<file path="src/rtl/disp_scan_ctrl.sv">
// disp_scan_ctrl: multiplexed eight-digit seven-segment scan controller.
// A divider steps a digit index through 0..7. The displayed value comes
// from a shadow register. That register changes only at frame boundaries,
// so a new value never tears across one scan. Outputs are registered and
// active-low.
module disp_scan_ctrl #(
    parameter int unsigned SCAN_DIV = 200000
) (
    input  logic        clk,
    input  logic        rst,
    input  logic        en,
    input  logic [31:0] data_in,
    input  logic        load,
    input  logic        lz_blank,
    input  logic [7:0]  dp_mask,
    output logic [7:0]  led_en,
    output logic [7:0]  led_cx
);

    localparam int unsigned CNT_W = (SCAN_DIV > 2) ? $clog2(SCAN_DIV) : 1;
    localparam logic [CNT_W-1:0] CNT_MAX = CNT_W'(SCAN_DIV - 1);

    // A divider below 2 has no meaningful dwell time; stop elaboration.
    if (SCAN_DIV < 2) begin : g_bad_div
        $error("disp_scan_ctrl: SCAN_DIV must be >= 2");
    end

    // Hex digit to segments {a,b,c,d,e,f,g}, active-low.
    function automatic logic [6:0] seg_decode(input logic [3:0] nib);
        logic [6:0] seg;
        case (nib)
            4'h0: seg = 7'h01;
            4'h1: seg = 7'h4F;
            4'h2: seg = 7'h12;
            4'h3: seg = 7'h06;
            4'h4: seg = 7'h4C;
            4'h5: seg = 7'h24;
            4'h6: seg = 7'h20;
            4'h7: seg = 7'h0F;
            4'h8: seg = 7'h00;
            4'h9: seg = 7'h04;
            4'hA: seg = 7'h08;
            4'hB: seg = 7'h60;
            4'hC: seg = 7'h31;
            4'hD: seg = 7'h42;
            4'hE: seg = 7'h30;
            default: seg = 7'h38;
        endcase
        return seg;
    endfunction

    logic [CNT_W-1:0] cnt_q, cnt_d;
    logic [2:0]       idx_q, idx_d;
    logic [31:0]      shadow_q, shadow_d;
    logic [31:0]      pending_q, pending_d;
    logic             pend_q, pend_d;
    logic [7:0]       led_en_q, led_en_d;
    logic [7:0]       led_cx_q, led_cx_d;

    logic             tick;
    logic             frame_tick;
    logic [3:0]       digit_nib;
    logic             upper_zero;
    logic             blank_lz;

    // Scan timing: the divider counts while enabled and the index advances on each tick.
    always_comb begin
        // NOTE: every always_comb output gets a default first. Without one, any
        //       path that skips an assignment infers a latch.
        cnt_d      = cnt_q;
        idx_d      = idx_q;
        tick       = en && (cnt_q == CNT_MAX);
        frame_tick = tick && (idx_q == 3'd7);
        if (en) begin
            cnt_d = tick ? '0 : cnt_q + CNT_W'(1);
        end
        if (tick) begin
            idx_d = idx_q + 3'd1;
        end
    end

    // Double buffering: loads land in pending, and pending moves to shadow only between frames.
    always_comb begin
        shadow_d  = shadow_q;
        pending_d = pending_q;
        pend_d    = pend_q;
        if (frame_tick) begin
            if (load) begin
                // A load on the boundary bypasses pending and shows from digit 0.
                shadow_d = data_in;
                pend_d   = 1'b0;
            end else if (pend_q) begin
                shadow_d = pending_q;
                pend_d   = 1'b0;
            end
        end else if (load) begin
            pending_d = data_in;
            pend_d    = 1'b1;
        end
    end

    // Output decode: select the current digit, blank leading zeros, and apply the decimal point.
    always_comb begin
        digit_nib  = shadow_q[{idx_q, 2'b00} +: 4];
        upper_zero = ((shadow_q >> {idx_q, 2'b00}) == 32'd0);
        blank_lz   = lz_blank && (idx_q != 3'd0) && upper_zero;
        led_en_d   = 8'hFF;
        led_cx_d   = 8'hFF;
        if (en) begin
            led_en_d = ~(8'd1 << idx_q);
            if (!blank_lz) begin
                led_cx_d = {seg_decode(digit_nib), ~dp_mask[idx_q]};
            end
        end
    end

    // State registers. Asynchronous reset clears scan position, both buffers and the outputs.
    always_ff @(posedge clk or posedge rst) begin
        if (rst) begin
            // NOTE: pending is reset along with its flag. A reset must discard an
            //       unapplied load, and an all-zero pending keeps the buffer state fully defined.
            cnt_q     <= '0;
            idx_q     <= 3'd0;
            shadow_q  <= 32'd0;
            pending_q <= 32'd0;
            pend_q    <= 1'b0;
            led_en_q  <= 8'hFF;
            led_cx_q  <= 8'hFF;
        end else begin
            // NOTE: sequential state uses non-blocking assignments only. All flops
            //       then sample pre-edge values and no ordering race can occur.
            cnt_q     <= cnt_d;
            idx_q     <= idx_d;
            shadow_q  <= shadow_d;
            pending_q <= pending_d;
            pend_q    <= pend_d;
            led_en_q  <= led_en_d;
            led_cx_q  <= led_cx_d;
        end
    end

    assign led_en = led_en_q;
    assign led_cx = led_cx_q;

endmodule

</file>
<file path="config.mk">
export PLATFORM = sky130hd
export DESIGN_NAME = disp_scan_ctrl
export DESIGN_NICKNAME = d
export VERILOG_FILES = /design/src/rtl/disp_scan_ctrl.sv
export SDC_FILE = /design/constraint.sdc
export NUM_CORES = 1
export LEC_CHECK = 0
export CORE_MARGIN = 1
export CORE_UTILIZATION = 50
export DETAILED_ROUTE_END_ITERATION = 8
export PLACE_DENSITY = 0.73
export SETUP_SLACK_MARGIN = 0.15
export SKIP_LAST_GASP = 1
export SYNTH_ARGS = -nofsm -noshare
export SYNTH_HDL_FRONTEND = slang
export SYNTH_SLANG_ARGS = --single-unit
</file>
<file path="constraint.sdc">
create_clock -name clk -period 3.6 [get_ports clk]
set_input_delay 0.72 -clock clk [delete_from_list [all_inputs] [get_ports clk]]
set_output_delay 0.72 -clock clk [all_outputs]
set_load 0.03 [all_outputs]
</file>
Word-level counts from Yosys, hierarchy flattened
Memories as Yosys holds them, arrays and structs flattened.
Cells that the tools add are included.
Operators by class
  $add $sub $neg: 2
  multiply operators: 0
  divide/modulo/power cells: 0
  order comparisons: 1
  eq/ne operators: 2
  shift-type cells: 3
  muxes and demuxes: 10
  bitwise operators: 3
  reductions and logical operators: 10
Operators with widths (count)
  $mux 32: 2
  $logic_not 32->1: 1
  $shiftx 32x6->4: 1
  $shr 32x5->32: 1
  $mux 8: 3
  $add 18x1->18 const B: 1
  $eq 18x18->1 const B: 1
  $mux 18: 1
  $not 8->8: 1
  $shl 1x3->8 const A: 1
  $logic_and 1x1->1: 4
  $lt 3x4->1 const B: 1
  $reduce_and 2->1: 2
  $reduce_bool 2->1: 2
  $add 3x1->3 const B: 1
  $bmux 1 s3: 1
  $eq 3x3->1 const B: 1
  $mux 1: 3
  $reduce_bool 3->1: 1
  $not 1->1: 2
Storage, ports and cells
  register bits: 102
  bits in latches: 0
  RAM bits: 0
  memory bits (read-only): 112
  bits of input ports: 45
  output and inout bits: 16
  word-level logic and storage cells: 39
  memories kept: 1
Memories
  (no name shown): words 16, bits a word 7, rd ports 1, clocked after Yosys merged registers in 0, write ports 0, RTL line 31  | case (nib)

Logic depth before layout (Yosys ltp)
  depth after elaboration: 5
  gate-level depth with buffers: 9

Worst setup path after synthesis
OpenSTA, ideal clock, no wires.
  path kind: flip-flop to flip-flop
  from: reg idx_q[0]
  to: reg led_cx_q[2], in the netlist led_cx[2]
  setup time: 0.084 ns
  arrival: 2.485 ns
  data required time: 3.516 ns
  setup slack: 1.031 ns
  stages on the path, launching flop included: 10
  path buffers: 1
  clock period less this slack: 2.569 ns
  path through: dfrtp_1 -> buf_2 -> mux4_2 -> mux2i_1 -> ha_1 -> nand2_1 -> a21oi_1 -> and4_1 -> o21ai_2 -> o2111ai_1
On the way
  cells in the longest elaborated chain, start to end: 5
  elaborated cells between the ends (all ways): 9
  those cells by class: shift (2); mux (2); reduce/logical (4); memory (1)
RTL lines
  from (decl): RTL line 53  | logic [2:0] idx_q, idx_d;
  from (signal assigned): RTL line 133  | idx_q <= idx_d;
  branches (longest 3 deep; another with $mem_v2 16x7)
  $mux 8 (*): RTL line 111  | if (!blank_lz) begin
  $mux 8 (*): RTL line 109  | if (en) begin
  via led_cx_d[2]: RTL line 58  | logic [7:0] led_cx_q, led_cx_d;
  to (signal assigned): RTL line 138  | led_cx_q <= led_cx_d;
  to (decl): RTL line 58
Mark *: on every way through the listed nets, which the timed path passes.
A chain may end at the register's enable or synchronous reset.

Worst setup path after layout
Ends and elaborated chain as after synthesis.

==> impl_metrics.toml <==
[status]
status = "finished clean"

[worst_setup_path]
critPathMaxFanout = 15
worstSetupEndpointType = "flip-flop"
r2r-end = "led_cx[2]"
crit_end = "led_cx[2]"
r2r_slack_ns = 0.66
worst_ep_arrival_time_ns = 3.23
worst-r2r-cell-count = 10
start_kind = "flip-flop"
r2r-start = "idx_q[0]"
critPathKind = "reg2reg"
required_ns = 3.89
crit_start = "idx_q[0]"

[placed_design]
io_buffer_count = 60
dpl.hpwl_um = 6760
placed_area_mm2 = 0.00575
place_ws_ns = 0.660
gp_congestion = 0.846

[logic_synthesis]
syn_nets = 494
ys_types = 48
synthSimpleGateAreaFrac = 0.120
dominantRegCellSynth = "dfrtp_1"
synthXorXnorAreaFrac = 0.0278
synth_edf_count = 0
synth_top_family_by_area = "multiplexers"
synth-compound-area-share = 0.0778
synth_mux_area_frac = 0.196
synthCells = 436
async_flop_share = 1.00
yosys_warnings = 0
syn_avg_cell_area_um2 = 11.5
ys_seq_area_frac = 0.511
yosys_register_bits = 102
synth_area_mm2 = 0.00503
synth-adder-area-share = 0.0323

[power_and_ir_drop]
peakVddDrop_mv = 0.228
p_leak_nw = 2.63
finalPower_mw = 2.22
power_density_mw_per_mm2 = 375

[clock_network]
cts-root-buf = "clkbuf_8"
clk_path_buf_depth = 2
htreeDepth = 3
clkSinkCount = 102
tritoncts = "built"
clkTransAtPathRegs_ns = 0.10
clock_latency_ns = 0.37
cts_setup_buffers = 0
cts_buffers = 9
cts-resized-gates = 0
ctsHoldBuffers = 0

[global_routing]
grt_max_degree = 90
grt_pass1_wl_um = 16100
first_global_vias = 3377
grt_use_total = 0.201
antenna_found_initial = 0
overflow = 0

[floorplan]
die_w_um = 102
rows = 36
start_util = 0.515
dieArea_mm2 = 0.0105
die_h_um = 102
io-pin-count = 61
core_area_mm2 = 0.00977

[routing]
viasPerCell = 5.52
wire_per_inst_um = 15.0
ant_nets = 0
drtIter0Drc = 156
drc = 0
firstDrtPassIters = 4
wl_um = 9460
num_vias = 3494

[timing]
fmax_ghz = 0.340
setup_violations = 0
setup_ws_ns = 0.660
hold_viol = 0
post-route-min-period_ns = 2.94
min_period_over_period = 0.817
slew_headroom = 0.300
finClkSkew_ns = 0.0118
rsz0062_at_grt = "no"
tightest_slew_ns = 1.05
setup-tns-final_ns = 0
slew_viol_final = 0

[worst_hold_path]
hold_class = "reg2reg"

[cells_and_area]
final_util = 0.607
fillers = 849
layout_commonest_cell = "dfrtp_1"
final_cell_mix = "dfrtp_1, clkdlybuf4s50_1, nor2_1"
area_delta_synth_final_pct = 17.8
multi_input_comb_area_mm2 = 0.00229
drive_gt1_frac = 0.182
nNetsFinal = 553
finalInstanceArea_mm2 = 0.00593
register_area_mm2 = 0.00257
antenna_cells = 0

[job]
maxCapViolations = 0
-- flip-flops by register name (all words and copies together) (netlist names) --
signal,count
cnt_q,18
idx_q,3
pend_q,1
pending_q,32
led_en,8
shadow_q,32
led_cx,8
-- cell type report --
cell class,count,share of cell area
Inverter,8,0.00549
Sequential cell,102,0.434
Multi-Input combinational cell,303,0.386
Clock inverter,6,0.00907
Timing Repair Buffer,71,0.116
Tap cell,133,0.0281
Clock buffer,10,0.0215
-- stage by stage --
stage                     instances  hold WS, ns
after floorplan                 436        0.452
after global placement          617        0.465
after detailed placement        617        0.473
after CTS                       633        0.495
after global routing            633        0.522
final                           633        0.491
-- power by group --
group	leakage (nW)	switching (mW)	total [mW]	internal, mW
registers	1.27	0.0497	1.27	1.22
clock network	0.0890	0.411	0.674	0.263
logic	1.27	0.126	0.273	0.146
-- worst max-delay path, cell delays in order, from the launching register on --
cell	delay [ns]
dfrtp_1	0.77
buf_4	0.30
mux4_2	0.54
mux2i_1	0.15
buf_4	0.17
ha_1	0.20
nand2_1	0.07
a21oi_1	0.12
and4_1	0.26
o21ai_2	0.13
o2111ai_1	0.14
-- logic make-up after synthesis --
logic type / after synthesis
buf+inv: 31
xor+xnor: 16
compound gates: 65
mux: 82
flops: 102
simple gates: 127
fa+ha+maj: 13
-- cells in the mapped netlist, types with 3 or more instances --
| cell | n | area share |
|---|---|---|
| a21oi_1 | 36 | 0.036 |
| buf_2 | 7 | 0.0070 |
| buf_6 | 6 | 0.013 |
| clkbuf_1 | 9 | 0.0067 |
| dfrtp_1 | 86 | 0.43 |
| dfstp_2 | 16 | 0.084 |
| ha_1 | 13 | 0.032 |
| inv_1 | 6 | 0.0045 |
| mux2_2 | 33 | 0.074 |
| mux2i_1 | 39 | 0.078 |
| mux4_2 | 10 | 0.045 |
| nand2_1 | 19 | 0.014 |
| nand2b_1 | 3 | 0.0037 |
| nand3_1 | 13 | 0.013 |
| nand4_1 | 6 | 0.0075 |
| nor2_1 | 58 | 0.043 |
| nor3_1 | 5 | 0.0050 |
| nor4_1 | 8 | 0.0099 |
| o2111ai_1 | 4 | 0.0070 |
| o21ai_0 | 9 | 0.0089 |
| xnor2_1 | 9 | 0.016 |
| xor2_1 | 7 | 0.012 |
-- worst min-delay path by stage --
stage / to / start / slack (ns) / cells past startpoint
2_1_floorplan: pend_q / pend_q / 0.45 / 1
3_3_place_gp: pend_q / pend_q / 0.47 / 1
3_5_place_dp: pend_q / pend_q / 0.47 / 1
4_1_cts: pend_q / pend_q / 0.49 / 1
5_1_grt: pend_q / pend_q / 0.52 / 1
6_report: pend_q / pend_q / 0.49 / 1
-- layer usage --
layer | up-vias | GRT usage | wire length (um)
li1 | 1684 | - | -
met5 | - | 0 | 0
met4 | 0 | 0.0571 | 136
met1 | 1726 | 0.270 | 4390
met2 | 74 | 0.323 | 4600
met3 | 10 | 0.0492 | 338
(Power assumes the default switching activity.)
